### src/rtl/muldiv_sequencer_pkg.sv
// Shared types for the iterative multiply/divide sequencer.
// Op encoding follows the MIPS HI/LO instruction group.
package muldiv_pkg;

  typedef enum logic [1:0] {
    MD_MULT,
    MD_MULTU,
    MD_DIV,
    MD_DIVU
  } muldiv_op_t;

  typedef enum logic [1:0] {
    MD_IDLE,
    MD_CALC,
    MD_FIX
  } muldiv_state_t;

  function automatic logic is_signed(muldiv_op_t op);
    return (op == MD_MULT) || (op == MD_DIV);
  endfunction

  function automatic logic is_div(muldiv_op_t op);
    return op[1];
  endfunction

endpackage

### src/rtl/muldiv_sequencer_if.sv
// Request/response bundle between the execute stage and the
// multiply/divide sequencer.
interface muldiv_sequencer_if #(
  parameter int N = 32
);
  import muldiv_pkg::*;

  logic         start;
  muldiv_op_t   op;
  logic [N-1:0] a;
  logic [N-1:0] b;
  logic         cancel;
  logic         busy;
  logic         done;
  logic [N-1:0] hi;
  logic [N-1:0] lo;
  logic         div_zero;

  modport master (
    output start, op, a, b, cancel,
    input  busy, done, hi, lo, div_zero
  );

  modport slave (
    input  start, op, a, b, cancel,
    output busy, done, hi, lo, div_zero
  );

endinterface

### src/rtl/muldiv_sequencer_alu.sv
// Shared N-bit adder/subtractor; co is carry on add and
// borrow on subtract.
module alu_arithmatic #(
  parameter int N = 32
) (
  input  logic [N-1:0] x,
  input  logic [N-1:0] y,
  input  logic         sub,
  output logic [N-1:0] s,
  output logic         co
);

  logic [N:0] sum;

  assign sum = {1'b0, x}
             + {1'b0, y ^ {N{sub}}}
             + {{N{1'b0}}, sub};
  assign s   = sum[N-1:0];
  assign co  = sum[N] ^ sub;

endmodule

### src/rtl/muldiv_sequencer.sv
// Iterative MULT/MULTU/DIV/DIVU: N shift-add or restoring
// steps on one shared adder, then a sign fix-up cycle.
module muldiv_sequencer
  import muldiv_pkg::*;
#(
  parameter int N = 32
) (
  input  logic clk,
  input  logic reset,
  muldiv_sequencer_if.slave bus
);

  localparam int CW = $clog2(N + 1);
  localparam logic [CW-1:0] LAST = CW'(N - 1);

  muldiv_state_t state;
  muldiv_op_t    op_q;
  logic          sign_a;
  logic          sign_b;
  logic [N-1:0]  opnd;
  logic [N-1:0]  acc;
  logic [N-1:0]  lo_w;
  logic [CW-1:0] cnt;
  logic          busy_q;
  logic          done_q;
  logic          dz_q;
  logic [N-1:0]  hi_q;
  logic [N-1:0]  lo_q;

  logic           div_op;
  logic           in_sgn;
  logic           msb;
  logic           alu_co;
  logic           neg_q;
  logic           dz;
  logic [N-1:0]   sh;
  logic [N-1:0]   alu_x;
  logic [N-1:0]   alu_y;
  logic [N-1:0]   alu_s;
  logic [N-1:0]   a_mag;
  logic [N-1:0]   b_mag;
  logic [N-1:0]   q_fix;
  logic [N-1:0]   r_fix;
  logic [2*N-1:0] prod;
  logic [2*N-1:0] prod_fix;

  assign in_sgn = is_signed(bus.op);
  assign a_mag  = (in_sgn && bus.a[N-1]) ? -bus.a : bus.a;
  assign b_mag  = (in_sgn && bus.b[N-1]) ? -bus.b : bus.b;

  // acc doubles as the partial product high half and the remainder
  assign div_op = is_div(op_q);
  assign msb    = acc[N-1];
  assign sh     = {acc[N-2:0], lo_w[N-1]};
  assign alu_x  = div_op ? sh : acc;
  assign alu_y  = (div_op || lo_w[0]) ? opnd : '0;

  alu_arithmatic #(.N(N)) u_alu (
    .x   (alu_x),
    .y   (alu_y),
    .sub (div_op),
    .s   (alu_s),
    .co  (alu_co)
  );

  assign neg_q    = sign_a ^ sign_b;
  assign dz       = div_op && (opnd == '0);
  assign prod     = {acc, lo_w};
  assign prod_fix = neg_q ? -prod : prod;
  assign q_fix    = neg_q ? -lo_w : lo_w;
  assign r_fix    = sign_a ? -acc : acc;

  always_ff @(posedge clk or posedge reset) begin
    if (reset) begin
      state  <= MD_IDLE;
      op_q   <= MD_MULT;
      sign_a <= 1'b0;
      sign_b <= 1'b0;
      opnd   <= '0;
      acc    <= '0;
      lo_w   <= '0;
      cnt    <= '0;
      busy_q <= 1'b0;
      done_q <= 1'b0;
      dz_q   <= 1'b0;
      hi_q   <= '0;
      lo_q   <= '0;
    end else begin
      done_q <= 1'b0;
      unique case (state)
        MD_IDLE: begin
          if (bus.start && !bus.cancel) begin
            state  <= MD_CALC;
            busy_q <= 1'b1;
            op_q   <= bus.op;
            sign_a <= in_sgn & bus.a[N-1];
            sign_b <= in_sgn & bus.b[N-1];
            opnd   <= is_div(bus.op) ? b_mag : a_mag;
            lo_w   <= is_div(bus.op) ? a_mag : b_mag;
            acc    <= '0;
            cnt    <= '0;
            dz_q   <= 1'b0;
          end
        end
        MD_CALC: begin
          if (bus.cancel) begin
            state  <= MD_IDLE;
            busy_q <= 1'b0;
          end else begin
            cnt <= cnt + 1'b1;
            if (cnt == LAST) state <= MD_FIX;
            if (!div_op) begin
              acc  <= {alu_co, alu_s[N-1:1]};
              lo_w <= {alu_s[0], lo_w[N-1:1]};
            end else if (msb || !alu_co) begin
              acc  <= alu_s;
              lo_w <= {lo_w[N-2:0], 1'b1};
            end else begin
              acc  <= sh;
              lo_w <= {lo_w[N-2:0], 1'b0};
            end
          end
        end
        MD_FIX: begin
          state  <= MD_IDLE;
          busy_q <= 1'b0;
          if (!bus.cancel) begin
            done_q <= 1'b1;
            dz_q   <= dz;
            if (div_op) begin
              hi_q <= r_fix;
              lo_q <= dz ? '1 : q_fix;
            end else begin
              hi_q <= prod_fix[2*N-1:N];
              lo_q <= prod_fix[N-1:0];
            end
          end
        end
        default: begin
          state  <= MD_IDLE;
          busy_q <= 1'b0;
        end
      endcase
    end
  end

  assign bus.busy     = busy_q;
  assign bus.done     = done_q;
  assign bus.hi       = hi_q;
  assign bus.lo       = lo_q;
  assign bus.div_zero = dz_q;

endmodule

### src/flat_wrapper.sv
// flat-port wrapper written by rule: the top's interface ports become plain ports
module muldiv_sequencer_flat import muldiv_pkg::*;
#(
  parameter int N = 32
)
  (clk, reset, bus_start, bus_op, bus_a, bus_b, bus_cancel, bus_busy, bus_done, bus_hi, bus_lo, bus_div_zero);
  muldiv_sequencer_if #(.N(N)) bus_i ();
  input  logic clk;
  input  logic reset;
  input wire logic [$bits(bus_i.start)-1:0] bus_start;
  input wire logic [$bits(bus_i.op)-1:0] bus_op;
  input wire logic [$bits(bus_i.a)-1:0] bus_a;
  input wire logic [$bits(bus_i.b)-1:0] bus_b;
  input wire logic [$bits(bus_i.cancel)-1:0] bus_cancel;
  output wire logic [$bits(bus_i.busy)-1:0] bus_busy;
  output wire logic [$bits(bus_i.done)-1:0] bus_done;
  output wire logic [$bits(bus_i.hi)-1:0] bus_hi;
  output wire logic [$bits(bus_i.lo)-1:0] bus_lo;
  output wire logic [$bits(bus_i.div_zero)-1:0] bus_div_zero;
  assign bus_i.start = bus_start;
  assign bus_i.op = bus_op;
  assign bus_i.a = bus_a;
  assign bus_i.b = bus_b;
  assign bus_i.cancel = bus_cancel;
  assign bus_busy = bus_i.busy;
  assign bus_done = bus_i.done;
  assign bus_hi = bus_i.hi;
  assign bus_lo = bus_i.lo;
  assign bus_div_zero = bus_i.div_zero;
  muldiv_sequencer #(.N(N)) u_core (.clk(clk), .reset(reset), .bus(bus_i));
endmodule
### config.mk
export PLATFORM = sky130hd
export DESIGN_NAME = muldiv_sequencer_flat
export DESIGN_NICKNAME = d
export VERILOG_FILES = /design/src/rtl/muldiv_sequencer_pkg.sv /design/src/rtl/muldiv_sequencer_if.sv /design/src/rtl/muldiv_sequencer_alu.sv /design/src/rtl/muldiv_sequencer.sv /design/src/flat_wrapper.sv
export SDC_FILE = /design/constraint.sdc
export NUM_CORES = 1
export LEC_CHECK = 0
export BUFFER_PORTS_ARGS = -buffer_cell sky130_fd_sc_hd__buf_4
export CAP_MARGIN = 0
export CELL_PAD_IN_SITES_DETAIL_PLACEMENT = 0
export CELL_PAD_IN_SITES_GLOBAL_PLACEMENT = 1
export CORE_ASPECT_RATIO = 0.7
export CORE_MARGIN = 4
export CORE_UTILIZATION = 46
export DETAILED_ROUTE_END_ITERATION = 6
export PLACE_DENSITY = 0.82
export SYNTH_ARGS = -nofsm -noshare
export SYNTH_HDL_FRONTEND = slang
export SYNTH_HIERARCHICAL = 1
export SYNTH_SLANG_ARGS = --single-unit
export TNS_END_PERCENT = 5
### constraint.sdc
create_clock -name clk -period 6.6 [get_ports clk]
set_clock_uncertainty 0.15 [all_clocks]
set_input_delay 0.66 -clock clk [delete_from_list [all_inputs] [get_ports clk]]
set_output_delay 0.66 -clock clk [all_outputs]
set_load 0.005 [all_outputs]
* Word-level counts from Yosys, hierarchy flattened *
Cells that the tools add are included.

word-level totals
  register bits after elaboration = 175
  input bits = 70
  output and inout bits = 67
  word-level logic and storage cells = 93

cells by class
  $add $sub $neg = 8
  eq/ne operators = 9
  multiplexer cells = 37
  bitwise gates (word level) = 6
  reductions and logical operators = 20

operators by type and width
  cell                 number
  $mux 32              18
  $neg 32->32          4
  $pmux 32 s2          2
  $mux 64              1
  $neg 64->64          1
  $add 32x32->33       1
  $add 33x1->33        1
  $logic_not 32->1     1
  $xor 32x32->32       1
  $mux 6               2
  $pmux 6 s2           1
  $reduce_and 2->1     4
  $mux 1               7
  $add 6x1->6 const B  1
  $eq 6x5->1 const B   1
  $mux 2               3
  $ne 2x2->1 const B   3
  $reduce_and 3->1     2
  $eq 2x2->1 const B   2
  $logic_and 1x1->1    4
  $logic_not 2->1      2
  $pmux 1 s2           2
  $pmux 2 s2           1
  $reduce_bool 2->1    2
  other kinds (8)      13

* Longest topological paths before layout *
Gate-level depths: netlist of the first run.

  depth in word-level cells = 12
  mapped depth = 21
  gate-level depth less buffers = 16

* Cells and area by module *
Netlist of the first run, hierarchy kept.

modules (own cells, without submodules)
  module            times used  cells an instance  area an instance (um^2)  seq. area each (um^2)
  muldiv_sequencer  1           1,449              11,888.9                 4,354.2
  alu_arithmatic    1           319                2,318.5                  0.0

* Worst setup path before layout of the first run *
No wires, ideal clock.

  kind = reg-to-reg
  start point = register u_core.op_q[1]
  end point = register u_core.acc[27]
  library setup time = 0.133 ns
  arrival time = 4.649 ns
  data required time = 6.317 ns
  slack = 1.667 ns
  stages on the path, launching flop included = 22
  path buffers = 6
  clock period less this slack = 4.933 ns
  cell sequence = dfrtp_1 buf_6 clkbuf_1 buf_1 clkbuf_1 nand2_1 o21ai_0 mux2i_4 fa_1 nand2b_1 a21oi_1 o41a_1 a21bo_1 a31oi_1 a311oi_1 nor2b_1 clkbuf_1 clkbuf_1 mux2i_1 nand2_1 o21ai_0 o21ai_0

between the ends
  elaborated cells on any way between the ends = 13
  classes of those cells = 2 x add/sub; 6 x mux; 2 x bitwise; 3 x reduce/logical

RTL lines
  item                       line                        text
  start, declared            muldiv_sequencer.sv:17      muldiv_op_t op_q;
  start signal, assigned     muldiv_sequencer.sv:95      op_q <= bus.op;
  $mux 32                    muldiv_sequencer.sv:55      assign alu_x = div_op ? sh : acc;
  named net u_core.alu_x[0]  muldiv_sequencer.sv:37      logic [N-1:0] alu_x;
  $add 32x32->33             muldiv_sequencer_alu.sv:16  + {1'b0, y ^ {N{sub}}}
  $add 33x1->33              muldiv_sequencer_alu.sv:17  + {{N{1'b0}}, sub};
  $xor 1x1->1                muldiv_sequencer_alu.sv:19  assign co = sum[N] ^ sub;
  named net u_core.alu_co    muldiv_sequencer.sv:33      logic alu_co;
  $logic_not 1->1            muldiv_sequencer.sv:115     end else if (msb || !alu_co) begin
  $logic_or 1x1->1           muldiv_sequencer.sv:115
  $mux 32                    muldiv_sequencer.sv:115
  $mux 32                    muldiv_sequencer.sv:112     if (!div_op) begin
  $mux 32                    muldiv_sequencer.sv:106     if (bus.cancel) begin
  $pmux 32 s2                muldiv_sequencer.sv:90      unique case (state)
  end signal, assigned       muldiv_sequencer.sv:113     acc <= {alu_co, alu_s[N-1:1]};
  end signal, assigned       muldiv_sequencer.sv:116     acc <= alu_s;
  end signal, assigned       muldiv_sequencer.sv:119     acc <= sh;
  end, declared              muldiv_sequencer.sv:21      logic [N-1:0] acc;

The timed path passes the listed nets, and every way through them passes these cells. The select of a mux whose other input is x is not followed.
A chain may end at the register's enable or synchronous reset.

* Worst setup path in the final report of the first run *
  start point = register u_core.op_q[1]
  end point = register u_core.acc[10]

Same word-level chain as after synthesis.

==> flow_metrics.tcl, run 1 <==
set metrics [dict create \
    worstSkewPairLatency_ns 0.44 \
    slowest_stage "dfrtp_4" \
    multi_input_area_mm2 0.00926 \
    track_usage 0.269 \
    coreArea_mm2 0.0302 \
    post_cts_resized 0 \
    start_kind "flip-flop" \
    yosys-top-cells-area "dfrtp_1 (31%), o21ai_0 (6.4%), xor2_1 (6.4%)" \
    cts_setup_buffers 0 \
    drc 0 \
    synthAdderAreaFrac 0.0331 \
    dpl.hpwl_um 35900 \
    wire_per_inst_um 20.8 \
    crit_buf_inv 2 \
    cap_violations 0 \
    syn_avg_cell_area_um2 8.04 \
    viasPerCell 6.02 \
    drv_slew 0 \
    timing.setup.tns_ns 0 \
    place.gp.congestion 0.969 \
    firstDrtPassIters 6 \
    grt_antenna_before_repair 1 \
    synth_cell_types 92 \
    drtIter0Drc 1699 \
    period_share 0.851 \
    yosysWarnings 6 \
    dieArea_mm2 0.0338 \
    path_cells "buf_12, mux2_2, ha_1, nand2_1, o211ai_1, and3_1, a211o_1, a31oi_1, a311oi_1, nor2b_4, buf_4, mux2i_1, nand2_1, o21ai_0, o21ai_0" \
    synth_compound_area_frac 0.219 \
    crit_fanout 132 \
    dieWidth_um 218 \
    crit_required_ns 6.72 \
    wl_met1_um 22900 \
    synth_top_cell_by_area "dfrtp_1" \
    synth_top_family_by_area "compound AO/OA/AOI/OAI gates" \
    critical_path.top_delay_family "simple AND/OR/NAND/NOR gates" \
    die_height_um 155 \
    clk_pin_slew_ns 0.07 \
    final_common_cell "nand2_1" \
    r2r_end "u_core/acc[10]$_DFFE_PP0P_" \
    r2r_setup_slack_ns 0.98 \
    vias 13400 \
    n_fill_cell 2884 \
    hold_class "in2async" \
    irDropWorstVdd_mv 0.326 \
    fin_util 0.529 \
    grt-ovfl-total 0 \
    fmax_mhz 178 \
    synth_xor_area_frac 0.113 \
    wl_met2_um 17600 \
    postSynthNetCount 1875 \
    outcome "finished clean" \
    io_buffers 136 \
    min_period_ns 5.62 \
    holdBufCountCts 0 \
    grt_pass1_vias 12100 \
    grt_pass1_wl_um 71300 \
    drt-total-wl_um 46500 \
    nNetsFinal 1915 \
    ant_nets 0 \
    synth-simple-area-share 0.212 \
    io_pins 137 \
    area_growth_pct 12.6 \
    synth_flop_cell "dfrtp_1" \
    leakage_nw 6.87 \
    power_density_mw_per_mm2 393 \
    whs_ns 0.247 \
    rows 53 \
    cts.root.buffer_cell "clkbuf_16" \
    worst-setup-path-type "reg2reg" \
    rr_worst_depth 15 \
    ys_ff_latch 174 \
    syn-cell-area_mm2 0.0142 \
    cts_tree "done" \
    setup_viol 0 \
    layout-drive-gt1-share 0.144 \
    layout_setup_ws_ns 0.982 \
    final-hold-violation-count 0 \
    pre_cts_ws_ns 1.14 \
    numCtsBuffers 17 \
    synth_edf_count 0 \
    muxShareOfSynthArea 0.0734 \
    slowest_delay_ns 0.85 \
    relSlewSlack 0.258 \
    clockBufferDepth 2 \
    clkSinkCount 174 \
    power_mw 6.28 \
    final_cell_mix "nand2_1 (194), o21ai_0 (183), dfrtp_1 (173)" \
    grt_max_degree 133 \
    worstReg2RegStart "u_core/op_q[1]$_DFFE_PP0P_" \
    met3_length_um 5530 \
    yosysTopAreaCellShare 0.306 \
    syn_inst 1768 \
    htreeDepth 4 \
    initial_core_util 0.470 \
    seq_area_mm2 0.00436 \
    num_antenna_cells 0 \
    worstMarginPinSlew_ns 1.11 \
    highest_layer "met5" \
    ys_seq_area_frac 0.306 \
    crit_arrival_ns 5.73 \
    rsz0062_at_grt "false" \
    async_flop_share 1.00 \
    critPathCaptureType "flip-flop" \
]
## registers in the layout, indices dropped and copies added (netlist names)
signal,cells
u_core/bus.div_zero,1
u_core/bus.busy,1
u_core/acc,32
u_core/lo_w,32
u_core/opnd,32
u_core/state,2
u_core/bus.done,1
u_core/sign_a,1
u_core/op_q,1
u_core/cnt,6
u_core/bus.lo,32
u_core/bus.hi,32
u_core/sign_b,1
## report_power, final
| part | switching (mW) | internal [mW] | total [mW] |
|---|---|---|---|
| clock | 0.458 | 0.590 | 1.05 |
| sequential | 0.472 | 1.24 | 1.71 |
| combinational | 2.18 | 1.34 | 3.53 |
## area by class of cell
cell class                 instances  share of cell area
multi-input combinational       1439               0.579
timing repair buffer             153              0.0726
tap                              412              0.0322
clock buffer                      20              0.0286
sequential                       174               0.273
inverter                          23             0.00571
clock inverter                    12             0.00915
## synthesized netlist by cell type (all sizes together) (17+ instances only)
| library cell | count |
|---|---|
| a211oi | 17 |
| nor3 | 47 |
| clkbuf | 110 |
| mux2 | 31 |
| o21ai | 204 |
| o221ai | 22 |
| inv | 23 |
| a21oi | 140 |
| xor2 | 104 |
| mux2i | 68 |
| dfrtp | 174 |
| xnor2 | 79 |
| a31oi | 18 |
| nand3 | 49 |
| nand4 | 23 |
| ha | 36 |
| nor2 | 163 |
| nor4 | 29 |
| nor2b | 41 |
| buf | 22 |
| o31ai | 19 |
| nand2 | 197 |
## layer usage
| metal | vias to the layer above | track usage |
|---|---|---|
| met4 | 2 | 0.0430 |
| met5 | - | 0 |
| met1 | 6349 | 0.434 |
| met3 | 37 | 0.0937 |
| met2 | 639 | 0.340 |
| li1 | 6411 | - |
## cells by family after synthesis
kind of cell / count (synthesis)
AOI/OAI and AO/OA: 507
xor gates and xnor gates: 183
and+or+nand+nor: 613
muxes: 99
buffers and inverters: 155
adders and majority gates: 37
DFF: 174
## per-stage QoR
stage	cell area [um2]	std cells
global placement	15400	2201
global route	16000	2233
detailed placement	15400	2201
CTS	16000	2233
floorplan	14200	1768
finish	16000	2233
## worst max-delay path by stage
stage | start | end | slack (ns) | depth (start not counted)
detailed placement | u_core/op_q[1]$_DFFE_PP0P_ | u_core/acc[10]$_DFFE_PP0P_ | 1.14 | 15
CTS | u_core/op_q[1]$_DFFE_PP0P_ | u_core/acc[10]$_DFFE_PP0P_ | 1.12 | 15
global placement | u_core/op_q[1]$_DFFE_PP0P_ | u_core/acc[0]$_DFFE_PP0P_ | 1.24 | 15
finish | u_core/op_q[1]$_DFFE_PP0P_ | u_core/acc[10]$_DFFE_PP0P_ | 0.98 | 15
floorplan | reset | u_core/acc[0]$_DFFE_PP0P_ | 1.07 | 1
global route | u_core/op_q[1]$_DFFE_PP0P_ | u_core/acc[10]$_DFFE_PP0P_ | 0.62 | 17
Note: power is estimated with default switching activity, not from simulation.
==> inputs of run 2 (changes only) <==
--- a/config.mk
+++ b/config.mk
@@ -10,7 +10,6 @@
 export CELL_PAD_IN_SITES_DETAIL_PLACEMENT = 0
 export CELL_PAD_IN_SITES_GLOBAL_PLACEMENT = 1
 export CORE_ASPECT_RATIO = 0.7
-export CORE_MARGIN = 4
 export CORE_UTILIZATION = 46
 export DETAILED_ROUTE_END_ITERATION = 6
 export PLACE_DENSITY = 0.82
==> run 2 against run 1 <==
Critical path depth is the same. Critical path type unchanged. Sequential power is essentially flat. Count of clock-buffer cells in the layout shrank 3. Hold slack lost 0.097 ns. Via count grew 0.58%. Clock power is essentially flat. Routed wire length grew 0.20%. First-iteration DRC count shrank 15%. Cell area is essentially flat. Setup slack gained 0.50 ns.
==> flow_metrics.tcl, run 2 (same netlist as run 1, synthesis figures left out) <==
set metrics [dict create \
    outcome "finished clean" \
    hold_class "in2async" \
    place.gp.congestion 0.939 \
    grt_max_degree 124 \
    grt_pass1_vias 11900 \
    worstSkewPairLatency_ns 0.44 \
    relSlewSlack 0.243 \
    timing.setup.tns_ns 0 \
    clockBufferDepth 2 \
    leakage_nw 6.87 \
    cts.root.buffer_cell "clkbuf_16" \
    cts_tree "done" \
    period_share 0.776 \
    grt_antenna_before_repair 0 \
    start_kind "flip-flop" \
    vias 13500 \
    ant_nets 0 \
    placedCellCount 2202 \
    die_height_um 149 \
    htreeDepth 4 \
    crit_fanout 37 \
    area_growth_pct 12.6 \
    dieWidth_um 212 \
    dieArea_mm2 0.0316 \
    wire_per_inst_um 20.9 \
    fin_cells 2234 \
    rsz0062_at_grt "false" \
    nNetsFinal 1916 \
    viasPerCell 6.05 \
    drv_slew 0 \
    crit_arrival_ns 5.25 \
    final-hold-violation-count 0 \
    min_period_ns 5.12 \
    rr_worst_depth 15 \
    final_cell_mix "nand2_1 (194), o21ai_0 (183), dfrtp_1 (173)" \
    numCtsBuffers 17 \
    holdBufCountCts 0 \
    grt_pass1_wl_um 71600 \
    layout-drive-gt1-share 0.145 \
    drc 0 \
    drt-total-wl_um 46600 \
    setup_viol 0 \
    initial_core_util 0.471 \
    fmax_mhz 195 \
    cts_setup_buffers 0 \
    worstMarginPinSlew_ns 1.14 \
    dpl.hpwl_um 35800 \
    io_pins 137 \
    crit_required_ns 6.73 \
    drtIter0Drc 1440 \
    rows 53 \
    post_cts_resized 0 \
    cap_violations 0 \
    power_density_mw_per_mm2 393 \
    grt-ovfl-total 0 \
    num_antenna_cells 0 \
    coreArea_mm2 0.0302 \
    critPathCaptureType "flip-flop" \
    track_usage 0.296 \
    power_mw 6.28 \
    worst-setup-path-type "reg2reg" \
    irDropWorstVdd_mv 0.203 \
    io_buffers 136 \
    clkSinkCount 174 \
    clk_pin_slew_ns 0.08 \
    firstDrtPassIters 7 \
    final_common_cell "nand2_1" \
]
==> run 2: cell count changes in the layout (fill, tap and decap cells not counted) <==
cell        change
inv_8           +2
clkinv_8        +2
clkinv_2        -1
clkinvlp_4      +1
clkbuf_1        -1
bufinv_16       -1
clkinv_4        +2
clkbuf_8        -2
inv_6           -2
buf_4           +1
==> run 2: worst max-delay path: stages, from the launching register on <==
cell and delay (ns):
dfrtp_4 0.61, buf_4 0.56, mux2_2 0.41, ha_1 0.39, o211ai_1 0.19, a21oi_1 0.10, o41a_1 0.48, a21boi_2 0.23
o31ai_2 0.11, a311oi_1 0.47, nor2b_4 0.22, buf_4 0.47, mux2i_1 0.26, nand2_1 0.07, o21ai_0 0.10, o21ai_0 0.10
==> run 2: power by group <==
group,total [mW],internal [mW],switching [mW]
Clock,1.02,0.541,0.483
Combinational,3.56,1.34,2.22
Sequential,1.70,1.24,0.457
==> run 2: final cells by class <==
type	count	area [um2]
Clock inverter	15	174
Clock buffer	17	425
Tap cell	412	515
Sequential cell	174	4360
Inverter	23	91.3
Fill cell	2884	14200
Multi-Input combinational cell	1439	9260
Timing Repair Buffer	154	1170
==> run 2: per-layer routing <==
metal	vias up	share of wire	GRT usage
met5	-	0	0
met4	0	0.0057	0.0442
met3	27	0.11	0.0731
met2	636	0.38	0.370
met1	6448	0.51	0.494
li1	6405	-	-
==> run 2: final timing paths <==
| kind | startpoint | endpoint | slack [ns] |
|---|---|---|---|
| min in group clk | u_core/bus.hi[7]$_DFFE_PP0P_ | u_core/bus.hi[7]$_DFFE_PP0P_ | 0.33 |
| worst min register to register | u_core/bus.hi[7]$_DFFE_PP0P_ | u_core/bus.hi[7]$_DFFE_PP0P_ | 0.33 |
| max in group asynchronous | reset | u_core/bus.hi[27]$_DFFE_PP0P_ | 4.83 |
| worst max register to register | u_core/op_q[1]$_DFFE_PP0P_ | u_core/acc[25]$_DFFE_PP0P_ | 1.48 |
| worst min-delay path | reset | u_core/opnd[11]$_DFFE_PP0P_ | 0.15 |
| worst max-delay path | u_core/op_q[1]$_DFFE_PP0P_ | u_core/acc[25]$_DFFE_PP0P_ | 1.48 |
==> run 2: metrics by stage <==
step,cell area [um2],hold slack [ns],setup slack [ns],utilization
floorplan,14200,0.305,1.07,-
global placement,15400,0.312,1.72,0.510
detailed placement,15400,0.321,1.55,0.510
CTS,16000,0.179,1.53,0.530
global route,16000,0.208,1.16,0.530
finish,16000,0.150,1.48,0.530
